**src/rtl/dct_da_seq.sv**
```systemverilog
// Bit-serial distributed-arithmetic DCT stage: one 4-input dot product per DW cycles using an 8-entry coefficient ROM.
// Latency DW+1 edges from operand handshake to out_valid; result held until out_ready, operand intake stalls while a result is pending.
module dct_da_seq #(
   parameter int DW = 16,
   parameter int RW = 16,
   parameter int AW = 32
) (
   input  logic          clk,
   input  logic          rst_n,
   input  logic          flush,
   input  logic          in_valid,
   output logic          in_ready,
   input  logic [DW-1:0] in_x0,
   input  logic [DW-1:0] in_x1,
   input  logic [DW-1:0] in_x2,
   input  logic [DW-1:0] in_x3,
   output logic          rom_cs,
   output logic [2:0]    rom_addr,
   input  logic [RW-1:0] rom_data,
   output logic          out_valid,
   input  logic          out_ready,
   output logic [AW-1:0] out_z,
   output logic          busy
);
   localparam int BW = (DW > 1) ? $clog2(DW) : 1;
   localparam logic [1:0] S_IDLE = 2'd0;
   localparam logic [1:0] S_RUN  = 2'd1;
   localparam logic [1:0] S_DONE = 2'd2;
   localparam logic [BW-1:0] B_LAST = BW'(DW - 1);

   logic [1:0]    r_state;
   logic [1:0]    r_rst_sync;
   logic [DW-1:0] r_x0, r_x1, r_x2, r_x3;
   logic [BW-1:0] r_b;
   logic [AW-1:0] r_acc;

   logic          w_s;
   logic          w_last;
   logic          w_load;
   logic [2:0]    w_addr;
   logic [AW-1:0] w_ext;
   logic [AW-1:0] w_term;
   logic [AW-1:0] w_shift;
   logic [AW-1:0] w_acc_nxt;

   // Offset-binary DA: a set sign bit selects the mirrored ROM entry and negates it.
   assign w_s       = r_x0[r_b];
   assign w_addr    = {r_x1[r_b], r_x2[r_b], r_x3[r_b]} ^ {3{w_s}};
   assign w_ext     = {{(AW-RW){rom_data[RW-1]}}, rom_data};
   assign w_term    = w_s ? -w_ext : w_ext;
   assign w_shift   = w_term << r_b;
   assign w_last    = (r_b == B_LAST);
   // The MSB slice carries negative weight in two's complement.
   assign w_acc_nxt = w_last ? (r_acc - w_shift) : (r_acc + w_shift);

   assign in_ready  = r_rst_sync[1] & ~flush &
                      ((r_state == S_IDLE) | ((r_state == S_DONE) & out_ready));
   assign w_load    = in_valid & in_ready;

   assign rom_cs    = (r_state == S_RUN);
   assign rom_addr  = rom_cs ? w_addr : 3'b000;
   assign out_valid = (r_state == S_DONE);
   assign out_z     = r_acc;
   assign busy      = (r_state == S_RUN) | (r_state == S_DONE);

   always_ff @(posedge clk or negedge rst_n) begin
      if (!rst_n) begin
         r_state    <= S_IDLE;
         r_rst_sync <= 2'b00;
         r_x0       <= '0;
         r_x1       <= '0;
         r_x2       <= '0;
         r_x3       <= '0;
         r_b        <= '0;
         r_acc      <= '0;
      end else begin
         // Intake is held off until the ROM side has seen two clean edges out of reset.
         r_rst_sync <= {r_rst_sync[0], 1'b1};
         if (flush) begin
            r_state <= S_IDLE;
            r_x0    <= '0;
            r_x1    <= '0;
            r_x2    <= '0;
            r_x3    <= '0;
            r_b     <= '0;
            r_acc   <= '0;
         end else if (w_load) begin
            r_state <= S_RUN;
            r_x0    <= in_x0;
            r_x1    <= in_x1;
            r_x2    <= in_x2;
            r_x3    <= in_x3;
            r_b     <= '0;
            r_acc   <= '0;
         end else begin
            case (r_state)
               S_RUN: begin
                  r_acc <= w_acc_nxt;
                  if (w_last) begin
                     r_b     <= '0;
                     r_state <= S_DONE;
                  end else begin
                     r_b <= r_b + BW'(1);
                  end
               end
               S_DONE: begin
                  if (out_ready) r_state <= S_IDLE;
               end
               default: r_state <= S_IDLE;
            endcase
         end
      end
   end
endmodule
```
**config.mk**
```make
export PLATFORM = sky130hd
export DESIGN_NAME = dct_da_seq
export DESIGN_NICKNAME = d
export VERILOG_FILES = /design/src/rtl/dct_da_seq.sv
export SDC_FILE = /design/constraint.sdc
export NUM_CORES = 1
export LEC_CHECK = 0
export CORE_MARGIN = 2
export CORE_UTILIZATION = 57
export DETAILED_ROUTE_END_ITERATION = 10
export PLACE_DENSITY_LB_ADDON = 0.15
export SYNTH_ARGS = -nofsm -noshare
export SYNTH_HDL_FRONTEND = slang
export SYNTH_SLANG_ARGS = --single-unit
```
**constraint.sdc**
```tcl
create_clock -name clk -period 6.8 [get_ports clk]
set_input_delay 0.68 -clock clk [delete_from_list [all_inputs] [get_ports clk]]
set_output_delay 0.68 -clock clk [all_outputs]
set_load 0.005 [all_outputs]
```
==> run summary, run 1 <==
Status: completed
Net count after synthesis: 1,272
RSZ-0062 raised after global routing: no
Crit Path Class: reg2reg
Routed length per placed instance: 18.04 um
Post-DP HPWL: 19.87 mm
Iteration-0 DRC count of the detailed router: 798
Fmax: 0.1559 GHz
Total Die Area: 17,650 um2
PD cells: 157.3 nW/um2
Placer Congestion: 0.9586
Biggest fanout along the worst timing path: 14
Fraction of synthesized cell area taken by the top area cell type: 0.2750
Worst slew pin tran: 1.106 ns
Arrival time worst endpoint: 6.69 ns
Flop and latch count out of synthesis: 104
Synth cell types: 93
Number of buffers on the longest clock path: 2
Sum Neg Setup Slack: 0 ns
Fraction of registers with async set or reset after synthesis: 1.000
Number of flops mapped to enable cells by yosys: 0
Maximum cell stage delay along the critical path: 0.59 ns
Area leader, netlist: sky130_fd_sc_hd__dfrtp_1
Initial standard-cell utilization of the core: 0.5768
Hold Path Class: in2async
Portion of the clock cycle consumed by the worst path in the final layout: 0.9435
Total clock buffers created by CTS: 9
Total length of routed wires: 27.08 mm
Top cell by count, worst path: sky130_fd_sc_hd__a21oi_1
Worst slack on hold paths: 0.2146 ns
Core area: 16,410 um2
Required arrival time at the worst endpoint: 7.07 ns
Post-detailed-route DRC marker count: 0
Max VDD drop: 0.1296 mV
Final ANT Viol Nets: 0
Final clock skew: 0.01947 ns
Number of buffers and inverters on the critical path: 0
Routed via count divided by cell count: 6.079
Leakage power of the design: 5.049 nW
Post-Synthesis Cells: 1,147
Synth Area per Inst: 8.251 um2
Number of failing hold endpoints at the final stage: 0
Relative area change from synthesis to final layout: 21.43%
Share of cells above drive strength 1: 0.1265
Synthesis Warnings: 0
Ports: 124
Die X-Extent: 132.9 um
Detailed Routing Iterations Pass 1: 5
Global-route usage over all layers: 0.3092
Y dimension of the die: 132.9 um
Number of buffers inserted by port buffering: 123
Max cap viols: 0
Vias post-DR: 9,124
CTS tree: built
Cell area after technology mapping: 9464 um2
Vias in the first global route: 8,665
Most frequently used cell type in the post-synthesis netlist: sky130_fd_sc_hd__nand2_1
Total number of H-tree levels: 3
Number of inserted diodes: 0
DP Cell Count: 1,485
Worst slew margin relative to its limit: 0.2624
Number of antenna violations at the first check in global routing: 0
Critical-path top delay cell: sky130_fd_sc_hd__dfrtp_2
Site Rows: 47
Clock transition time at the flip-flop clock pins of the worst setup and hold paths: 0.09 ns
Cell types with the largest area share after synthesis: sky130_fd_sc_hd__dfrtp_1, sky130_fd_sc_hd__nand2_1, sky130_fd_sc_hd__mux2i_1, sky130_fd_sc_hd__ha_1, sky130_fd_sc_hd__mux4_2
Pins over their slew limit: 0
Total Nets Final: 1,401
Post-synth top flop: sky130_fd_sc_hd__dfrtp_1
Share of the yosys chip area belonging to registers: 0.2750
CTS sink cnt: 104
Clock insertion delay at the later pin of the skew report: 0.37 ns
Leading cell types by count after synthesis: sky130_fd_sc_hd__nand2_1, sky130_fd_sc_hd__nor2_1, sky130_fd_sc_hd__dfrtp_1
Cell at the root of the clock tree: sky130_fd_sc_hd__clkbuf_16
Post-CTS repair timing setup buffer count: 0
GR Overflow Total: 0
Kind of cell adding the most delay to the critical path: compound AO/OA/AOI/OAI gates
Worst setup SP type: register
Maximum number of pins on one net before global-route repair: 82
Final min period: 6.416 ns
Final setup violation count: 0
Global-route wire length before repair: 44.09 mm
Element type at the critical path end: register
Finished Layout Cells: 1,501
[area by class of cell]
class                   count  area, um2
clock buffers              10      239.0
well taps                 220      275.3
repair buffers            192       1747
fillers                  1347       4915
clock inverters             6      70.07
inverters                  23      86.33
multi-input cells         946       6469
flip-flops and latches    104       2606
[final timing paths]
kind / cells past startpoint / startpoint / to / slack (ns)
max in group asynchronous: 2 / rst_n / r_b[0] / 5.17
setup / recovery: 26 / r_b[1] / out_z[31] / 0.38
setup reg to reg: 26 / r_b[1] / out_z[31] / 0.38
hold / removal: 1 / rst_n / out_z[9] / 0.21
hold reg to reg: 0 / r_rst_sync[0] / r_rst_sync[1] / 0.36
min in group clk: 0 / r_rst_sync[0] / r_rst_sync[1] / 0.36
[kinds of logic after synthesis]
family | count (synthesis) | synth area share
xor gates and xnor gates | 61 | 0.05804
DFF | 104 | 0.2750
adders and majority gates | 40 | 0.05368
buffers and inverters | 97 | 0.04257
muxes | 83 | 0.1170
AOI/OAI and AO/OA | 259 | 0.1955
other | 1 | 0.0003962
and+or+nand+nor | 502 | 0.2578
[where the power goes]
group          internal [W]  switching (W)
sequential         0.000647      0.0000210
combinational      0.000275       0.000314
clock              0.000272       0.000279
[cell usage in the layout, fill, tap and decap left out, types with 22 or more instances in the layout]
cell type                         count
sky130_fd_sc_hd__nand2_1            203
sky130_fd_sc_hd__clkdlybuf4s50_1    122
sky130_fd_sc_hd__nor2_1             116
sky130_fd_sc_hd__dfrtp_1            101
sky130_fd_sc_hd__buf_4               70
sky130_fd_sc_hd__a21oi_1             65
sky130_fd_sc_hd__nand3b_1            56
sky130_fd_sc_hd__mux2i_1             50
sky130_fd_sc_hd__o21ai_0             40
sky130_fd_sc_hd__ha_1                39
sky130_fd_sc_hd__xnor2_1             38
sky130_fd_sc_hd__nor3_1              22
[metrics by stage]
step / util / area, um2 / total power [W] / worst slack, ns
finish: 0.7005 / 11490 / 0.001807 / 0.3840
global route: 0.7005 / 11490 / 0.001897 / 0.02402
CTS: 0.7001 / 11490 / 0.001812 / 0.4424
detailed placement: 0.6812 / 11180 / 0.001259 / 0.1698
global placement: 0.6812 / 11180 / 0.001250 / 0.2675
floorplan: - / 9464 / 0.001044 / 0.7564
[state kept, by name, summed over array words and instances, names as in the netlist]
name	count
r_rst_sync	2
r_x0	16
r_b	4
r_x2	16
r_state	2
r_x1	16
out_z	32
r_x3	16
[layer usage]
layer  wire length [um]  global-route usage  share of wire
met3               1715             0.04828          0.063
met4                614             0.09438          0.023
met1              11950              0.4263           0.44
met5                  0                   0              0
met2              12810              0.5037           0.47
[what timing repair did]
action	CTS	global route
resized for setup	0	1
endpoints found under the setup margin	0	3
hold buffers	0	0
Note: power is estimated with default switching activity, not from simulation.
==> run 2: changes to the inputs <==
--- a/config.mk
+++ b/config.mk
@@ -8,6 +8,7 @@
 export CORE_MARGIN = 2
 export CORE_UTILIZATION = 57
 export DETAILED_ROUTE_END_ITERATION = 10
+export GPL_ROUTABILITY_DRIVEN = 0
 export PLACE_DENSITY_LB_ADDON = 0.15
 export SYNTH_ARGS = -nofsm -noshare
 export SYNTH_HDL_FRONTEND = slang
==> run 2 against run 1 <==
Final area fell by 1.3%. Via count shrank 0.90%. Critical path depth down 2. Global-route usage decreased by 1.1 points. Register-to-register slack better by 0.04 ns. Wire length fell by 2.8%. Largest cell class unchanged. Clock skew shrank 0.0088 ns. Total power down 2.5%. Non-clock buffer count decreased by 16. Sequential share of layout area up 0.29 points.
==> run summary, run 2 (same netlist as run 1, synthesis figures left out) <==
Status: completed
Worst slack on hold paths: 0.2623 ns (+0.04773 ns)
Max reg flops: 32 (unchanged)
Launch point of the worst reg-to-reg path: r_b[1]
Routed wire length on met2: 12.39 mm (-3.3%)
Die X-Extent: 132.9 um (unchanged)
Required arrival time at the worst endpoint: 7.03 ns (-0.04 ns)
Ports: 124 (unchanged)
Cell at the root of the clock tree: sky130_fd_sc_hd__clkbuf_16
Register-to-register setup slack: 0.42 ns (+0.04 ns)
Most common cell after layout, fill and taps aside: sky130_fd_sc_hd__nand2_1
Most used cells in the layout excluding fill and tap cells: sky130_fd_sc_hd__nand2_1, sky130_fd_sc_hd__clkdlybuf4s50_1, sky130_fd_sc_hd__nor2_1
Total number of H-tree levels: 3 (unchanged)
Vias post-DR: 9,042 (-0.90%)
Fmax: 0.1568 GHz (+0.62%)
Area taken by multi-input logic gates: 6462 um2 (about the same)
Sequential Area: 2606 um2 (unchanged)
Post-Place Worst Slack: 0.1477 ns (-0.02212 ns)
End of the worst register-to-register path: out_z[30]
Top sig layer: met4
Clock insertion delay at the later pin of the skew report: 0.36 ns (about the same)
Routed via count divided by cell count: 6.089 (+0.17%)
Worst slew pin tran: 1.117 ns (+0.01057 ns)
Total Die Area: 17,650 um2 (unchanged)
Initial standard-cell utilization of the core: 0.5768 (unchanged)
Portion of the clock cycle consumed by the worst path in the final layout: 0.9377 (-0.005818)
Number of buffers inserted by port buffering: 123 (unchanged)
Vias in the first global route: 8,592 (-0.84%)
Share of cells above drive strength 1: 0.1138 (-0.01263)
GR Overflow Total: 0 (unchanged)
Global-route wire length before repair: 42.95 mm (-2.6%)
Element type at the critical path end: register
Sum Neg Setup Slack: 0 ns (unchanged)
Met3 WL: 1.852 mm (+8.0%)
Total length of routed wires: 26.32 mm (-2.8%)
Worst Reg2Reg Path Length in Cells: 24 (-7.7%)
Relative area change from synthesis to final layout: 19.91%
Final min period: 6.376 ns (-0.03956 ns)
Detailed Routing Iterations Pass 1: 6 (+1)
Clock transition time at the flip-flop clock pins of the worst setup and hold paths: 0.08 ns (about the same)
Instance area at placement: 11,060 um2 (-1.1%)
Final clock skew: 0.01064 ns (-0.008826 ns)
Worst setup SP type: register
Crit Path Class: reg2reg
Fill cell total of the finished layout: 1,351 (+0.30%)
RSZ-0062 raised after global routing: no
Number of antenna violations at the first check in global routing: 0 (unchanged)
Max cap viols: 0 (unchanged)
CTS tree: built
Maximum number of pins on one net before global-route repair: 76 (-7.3%)
Biggest fanout along the worst timing path: 15 (+1)
Number of failing hold endpoints at the final stage: 0 (unchanged)
Summed area of non-filler cells in the final layout: 11,350 um2 (-1.3%)
Total clock buffers created by CTS: 9 (unchanged)
Leakage power of the design: 4.962 nW (-1.7%)
Final ANT Viol Nets: 0 (unchanged)
Cts hold-fix bufs: 0 (unchanged)
Number of inserted diodes: 0 (unchanged)
Pins over their slew limit: 0 (unchanged)
Number of buffers on the longest clock path: 2 (unchanged)
Core area: 16,410 um2 (unchanged)
Arrival time worst endpoint: 6.61 ns (-0.08 ns)
Detailed-route wire length on metal 1: 11.52 mm (-3.6%)
PD cells: 155.3 nW/um2 (-1.3%)
CTS sink cnt: 104 (unchanged)
Post-DP HPWL: 18.91 mm (-4.8%)
Final setup violation count: 0 (unchanged)
Post-detailed-route DRC marker count: 0 (unchanged)
Site Rows: 47 (unchanged)
Iteration-0 DRC count of the detailed router: 833 (+4.4%)
Routed length per placed instance: 17.72 um (-1.8%)
Worst-case setup margin in the final layout: 0.4236 ns (+0.03956 ns)
Post-CTS sizing: 0 (unchanged)
Hold Path Class: in2async
Y dimension of the die: 132.9 um (unchanged)
Post-CTS repair timing setup buffer count: 0 (unchanged)
Max VDD drop: 0.1732 mV (+34%)
Power, Total: 0.001762 W (-2.5%)
Global-route usage over all layers: 0.2987 (-0.01055)
Total Nets Final: 1,385 (-1.1%)
Worst slew margin relative to its limit: 0.2553 (-0.007048)
[run 2: layer usage]
| metal | GRT usage | vias up |
|---|---|---|
| met5 | 0 | - |
| li1 | - | 4350 |
| met3 | 0.05824 | 52 |
| met2 | 0.4859 | 356 |
| met4 | 0.08423 | 0 |
| met1 | 0.4079 | 4284 |
[run 2: stage by stage]
stage / cells / util
2_1_floorplan: 1147 / -
4_1_cts: 1485 / 0.6917
3_5_place_dp: 1469 / 0.6739
6_report: 1485 / 0.6917
3_3_place_gp: 1469 / 0.6739
5_1_grt: 1485 / 0.6917
[run 2: worst max-delay path, stage by stage (launching register included)]
cell and delay (ns):
sky130_fd_sc_hd__dfrtp_2 0.61, sky130_fd_sc_hd__mux2i_1 0.16, sky130_fd_sc_hd__mux4_2 0.67, sky130_fd_sc_hd__o22ai_1 0.49
sky130_fd_sc_hd__mux2i_1 0.30, sky130_fd_sc_hd__o2111ai_2 0.22, sky130_fd_sc_hd__o21ai_0 0.32, sky130_fd_sc_hd__buf_4 0.17
sky130_fd_sc_hd__o211ai_1 0.11, sky130_fd_sc_hd__o221ai_1 0.31, sky130_fd_sc_hd__o21ai_0 0.16, sky130_fd_sc_hd__buf_4 0.18
sky130_fd_sc_hd__xnor2_1 0.18, sky130_fd_sc_hd__ha_1 0.29, sky130_fd_sc_hd__a21o_1 0.18, sky130_fd_sc_hd__a21oi_1 0.14
sky130_fd_sc_hd__nor2b_1 0.06, sky130_fd_sc_hd__o21ai_0 0.23, sky130_fd_sc_hd__o21ai_0 0.16, sky130_fd_sc_hd__a211o_1 0.34
sky130_fd_sc_hd__a41oi_1 0.38, sky130_fd_sc_hd__o21ai_0 0.19, sky130_fd_sc_hd__xor2_1 0.17, sky130_fd_sc_hd__mux2i_1 0.16
sky130_fd_sc_hd__nor2_1 0.06
[run 2: final cells by class]
type / count / share of cell area
multi-input cells: 946 / 0.5695
flip-flops and latches: 104 / 0.2297
repair buffers: 176 / 0.1433
well taps: 220 / 0.02426
clock buffers: 10 / 0.02018
inverters: 23 / 0.007607
clock inverters: 6 / 0.005513
[run 2: power by group]
part | leakage (nW) | switching (W) | internal, W | total, W
clock network | 0.142 | 0.000263 | 0.000259 | 0.000522
logic | 3.40 | 0.000309 | 0.000264 | 0.000572
registers | 1.42 | 0.0000209 | 0.000647 | 0.000668
total | 4.96 | 0.000592 | 0.00117 | 0.00176
[run 2: worst max path at each step]
| stage | depth (start not counted) | start | to |
|---|---|---|---|
| after CTS | 29 | rom_data[8] | out_z[31] |
| after floorplan | 30 | rom_data[8] | out_z[31] |
| after global placement | 29 | rom_data[8] | out_z[31] |
| after global routing | 29 | rom_data[8] | out_z[31] |
| after detailed placement | 29 | rom_data[8] | out_z[31] |
| final | 24 | r_b[1] | out_z[30] |
==> run 3: changes to the inputs <==
--- a/config.mk
+++ b/config.mk
@@ -5,11 +5,15 @@
 export SDC_FILE = /design/constraint.sdc
 export NUM_CORES = 1
 export LEC_CHECK = 0
+export CAP_MARGIN = 20
+export CELL_PAD_IN_SITES_DETAIL_PLACEMENT = 0
+export CELL_PAD_IN_SITES_GLOBAL_PLACEMENT = 1
 export CORE_MARGIN = 2
-export CORE_UTILIZATION = 57
+export CORE_UTILIZATION = 43
 export DETAILED_ROUTE_END_ITERATION = 10
 export GPL_ROUTABILITY_DRIVEN = 0
 export PLACE_DENSITY_LB_ADDON = 0.15
+export SETUP_SLACK_MARGIN = 0.02
 export SYNTH_ARGS = -nofsm -noshare
 export SYNTH_HDL_FRONTEND = slang
 export SYNTH_SLANG_ARGS = --single-unit
==> run 3 against run 2 <==
Non-clock buffer count increased by 14. Final area rose by 2.5%. Final cell count increased by 5.1%. Clock power is 9.4% higher. Critical path depth unchanged. Critical endpoint unchanged. Sequential share of layout area decreased by 0.54 points. Largest power group unchanged. Maximum frequency increased by 2.1%. Register-to-register slack better by 0.13 ns. Core utilization is 16 points lower. Wire length increased by 7.3%. Critical path type unchanged. Flip-flop and latch count unchanged.
==> run summary, run 3 (same netlist as run 1, synthesis figures left out) <==
Status: completed
Most used cells in the layout excluding fill and tap cells: sky130_fd_sc_hd__nand2_1, sky130_fd_sc_hd__clkdlybuf4s50_1, sky130_fd_sc_hd__nor2_1
Vias post-DR: 8,989 (-0.59%)
Y dimension of the die: 152.4 um (+15%)
Critical path origin: r_b[1]
Met3 WL: 1.580 mm (-15%)
Site Rows: 54 (+15%)
Ports: 124 (unchanged)
Number of antenna violations at the first check in global routing: 0 (unchanged)
Finished Layout Cells: 1,560 (+5.1%)
Crit Path Class: reg2reg
DP Cell Count: 1,537 (+4.6%)
Fmax: 0.1601 GHz (+2.1%)
Total length of routed wires: 28.23 mm (+7.3%)
Detailed-route wire length on metal 1: 13.18 mm (+14%)
Vias in the first global route: 8,708 (+1.4%)
Clock transition time at the flip-flop clock pins of the worst setup and hold paths: 0.09 ns (about the same)
Number of failing hold endpoints at the final stage: 0 (unchanged)
Biggest fanout along the worst timing path: 13 (-2)
Cts hold-fix bufs: 0 (unchanged)
CTS tree: built
Routed via count divided by cell count: 5.762 (-5.4%)
Most common cell after layout, fill and taps aside: sky130_fd_sc_hd__nand2_1
Maximum number of pins on one net before global-route repair: 68 (-11%)
Total number of H-tree levels: 3 (unchanged)
Total Die Area: 23,210 um2 (+32%)
Relative area change from synthesis to final layout: 22.94%
Total Nets Final: 1,400 (+1.1%)
Number of buffers inserted by port buffering: 123 (unchanged)
Worst slew margin relative to its limit: 0.3724 (+0.1171)
Iteration-0 DRC count of the detailed router: 647 (-22%)
Routed length per placed instance: 18.10 um (+2.1%)
Worst slew pin tran: 0.9379 ns (-0.1791 ns)
Final clock skew: 0.01552 ns (+0.004876 ns)
Hold Path Class: in2async
Element type at the critical path end: register
Post-DP HPWL: 20.64 mm (+9.1%)
Pins over their slew limit: 0 (unchanged)
Max reg flops: 32 (unchanged)
Arrival time worst endpoint: 6.49 ns (-0.12 ns)
Sum Neg Setup Slack: 0 ns (unchanged)
Share of cells above drive strength 1: 0.1305 (+0.01663)
Number of buffers on the longest clock path: 2 (unchanged)
Required arrival time at the worst endpoint: 7.05 ns (+0.02 ns)
Worst setup SP type: register
Number of inserted diodes: 0 (unchanged)
Initial standard-cell utilization of the core: 0.4364 (-0.1405)
Final min period: 6.246 ns (-0.1306 ns)
Final core utilization: 0.5365 (-0.1552)
Routed wire length on met2: 13.11 mm (+5.9%)
Portion of the clock cycle consumed by the worst path in the final layout: 0.9185 (-0.01921)
PD cells: 157.2 nW/um2 (+1.2%)
Top sig layer: met4
Die X-Extent: 152.4 um (+15%)
RSZ-0062 raised after global routing: no
Launch point of the worst reg-to-reg path: r_b[1]
CTS sink cnt: 104 (unchanged)
Detailed Routing Iterations Pass 1: 5 (-1)
Sequential Area: 2609 um2 (about the same)
Cell at the root of the clock tree: sky130_fd_sc_hd__clkbuf_16
Global-route wire length before repair: 45.61 mm (+6.2%)
Global-route usage over all layers: 0.2403 (-0.05840)
Clock insertion delay at the later pin of the skew report: 0.37 ns (about the same)
GR Overflow Total: 0 (unchanged)
Final setup violation count: 0 (unchanged)
Post-detailed-route DRC marker count: 0 (unchanged)
Max cap viols: 0 (unchanged)
Final ANT Viol Nets: 0 (unchanged)
Max VDD drop: 0.1215 mV (-30%)
Area taken by multi-input logic gates: 6523 um2 (+0.93%)
Total clock buffers created by CTS: 9 (unchanged)
Core area: 21,690 um2 (+32%)
Fill cell total of the finished layout: 2,114 (+56%)
Leakage power of the design: 5.064 nW (+2.1%)
run 3: worst paths after layout:
path | cells past startpoint | slack, ns | end
min reg2reg | 0 | 0.36 | r_rst_sync[1]
max | 24 | 0.55 | out_z[30]
min | 1 | 0.28 | out_z[12]
min in group clk | 0 | 0.36 | r_rst_sync[1]
max reg2reg | 24 | 0.55 | out_z[30]
max in group asynchronous | 2 | 5.17 | r_b[1]
run 3: timing repair:
item                                    4_1_cts  5_1_grt
endpoints found under the setup margin        0        6
gates resized for setup                       0        9
buffers inserted                              0        5
run 3: worst max-delay path, stage by stage (launching register included):
cell and delay [ns]:
sky130_fd_sc_hd__dfrtp_4 0.58, sky130_fd_sc_hd__mux2i_1 0.23, sky130_fd_sc_hd__mux4_2 0.61, sky130_fd_sc_hd__buf_4 0.18, sky130_fd_sc_hd__mux2i_2 0.33, sky130_fd_sc_hd__a21oi_1 0.19, sky130_fd_sc_hd__or2_0 0.28, sky130_fd_sc_hd__a211o_1 0.34
sky130_fd_sc_hd__or2_1 0.27, sky130_fd_sc_hd__o221ai_1 0.29, sky130_fd_sc_hd__o21ai_0 0.17, sky130_fd_sc_hd__buf_4 0.17, sky130_fd_sc_hd__xnor2_1 0.19, sky130_fd_sc_hd__ha_1 0.29, sky130_fd_sc_hd__a21o_1 0.18, sky130_fd_sc_hd__a21oi_1 0.16
sky130_fd_sc_hd__nor2b_1 0.06, sky130_fd_sc_hd__o21ai_0 0.24, sky130_fd_sc_hd__o21ai_0 0.15, sky130_fd_sc_hd__a211o_1 0.33, sky130_fd_sc_hd__a41oi_1 0.37, sky130_fd_sc_hd__o21ai_0 0.17, sky130_fd_sc_hd__xor2_1 0.17, sky130_fd_sc_hd__mux2i_1 0.14
sky130_fd_sc_hd__nor2_1 0.05
run 3: routing by layer:
layer / up-vias / track usage
met5: - / 0
met4: 0 / 0.06809
met3: 26 / 0.04096
met2: 239 / 0.3900
met1: 4337 / 0.3316
li1: 4387 / -
run 3: layout make-up:
type,count,share of cell area
Clock buffer,9,0.01936
Multi-Input combinational cell,947,0.5606
Tap cell,280,0.03011
Clock inverter,7,0.008388
Inverter,23,0.007420
Timing Repair Buffer,190,0.1499
Sequential cell,104,0.2242
run 3: per-stage QoR:
stage / total power (W) / hold slack [ns] / cell area [um2] / setup slack, ns
2_1_floorplan: 0.001044 / 0.3312 / 9464 / 0.7564
3_3_place_gp: 0.001256 / 0.3367 / 11190 / 0.1893
3_5_place_dp: 0.001259 / 0.3371 / 11190 / 0.1046
4_1_cts: 0.001843 / 0.2961 / 11510 / 0.3336
5_1_grt: 0.001935 / 0.3217 / 11630 / 0.07662
6_report: 0.001829 / 0.2783 / 11630 / 0.5542
run 3: where the power goes:
part,switching [W],internal (W)
clock network,0.000273,0.000298
registers,0.0000207,0.000647
logic,0.000317,0.000273
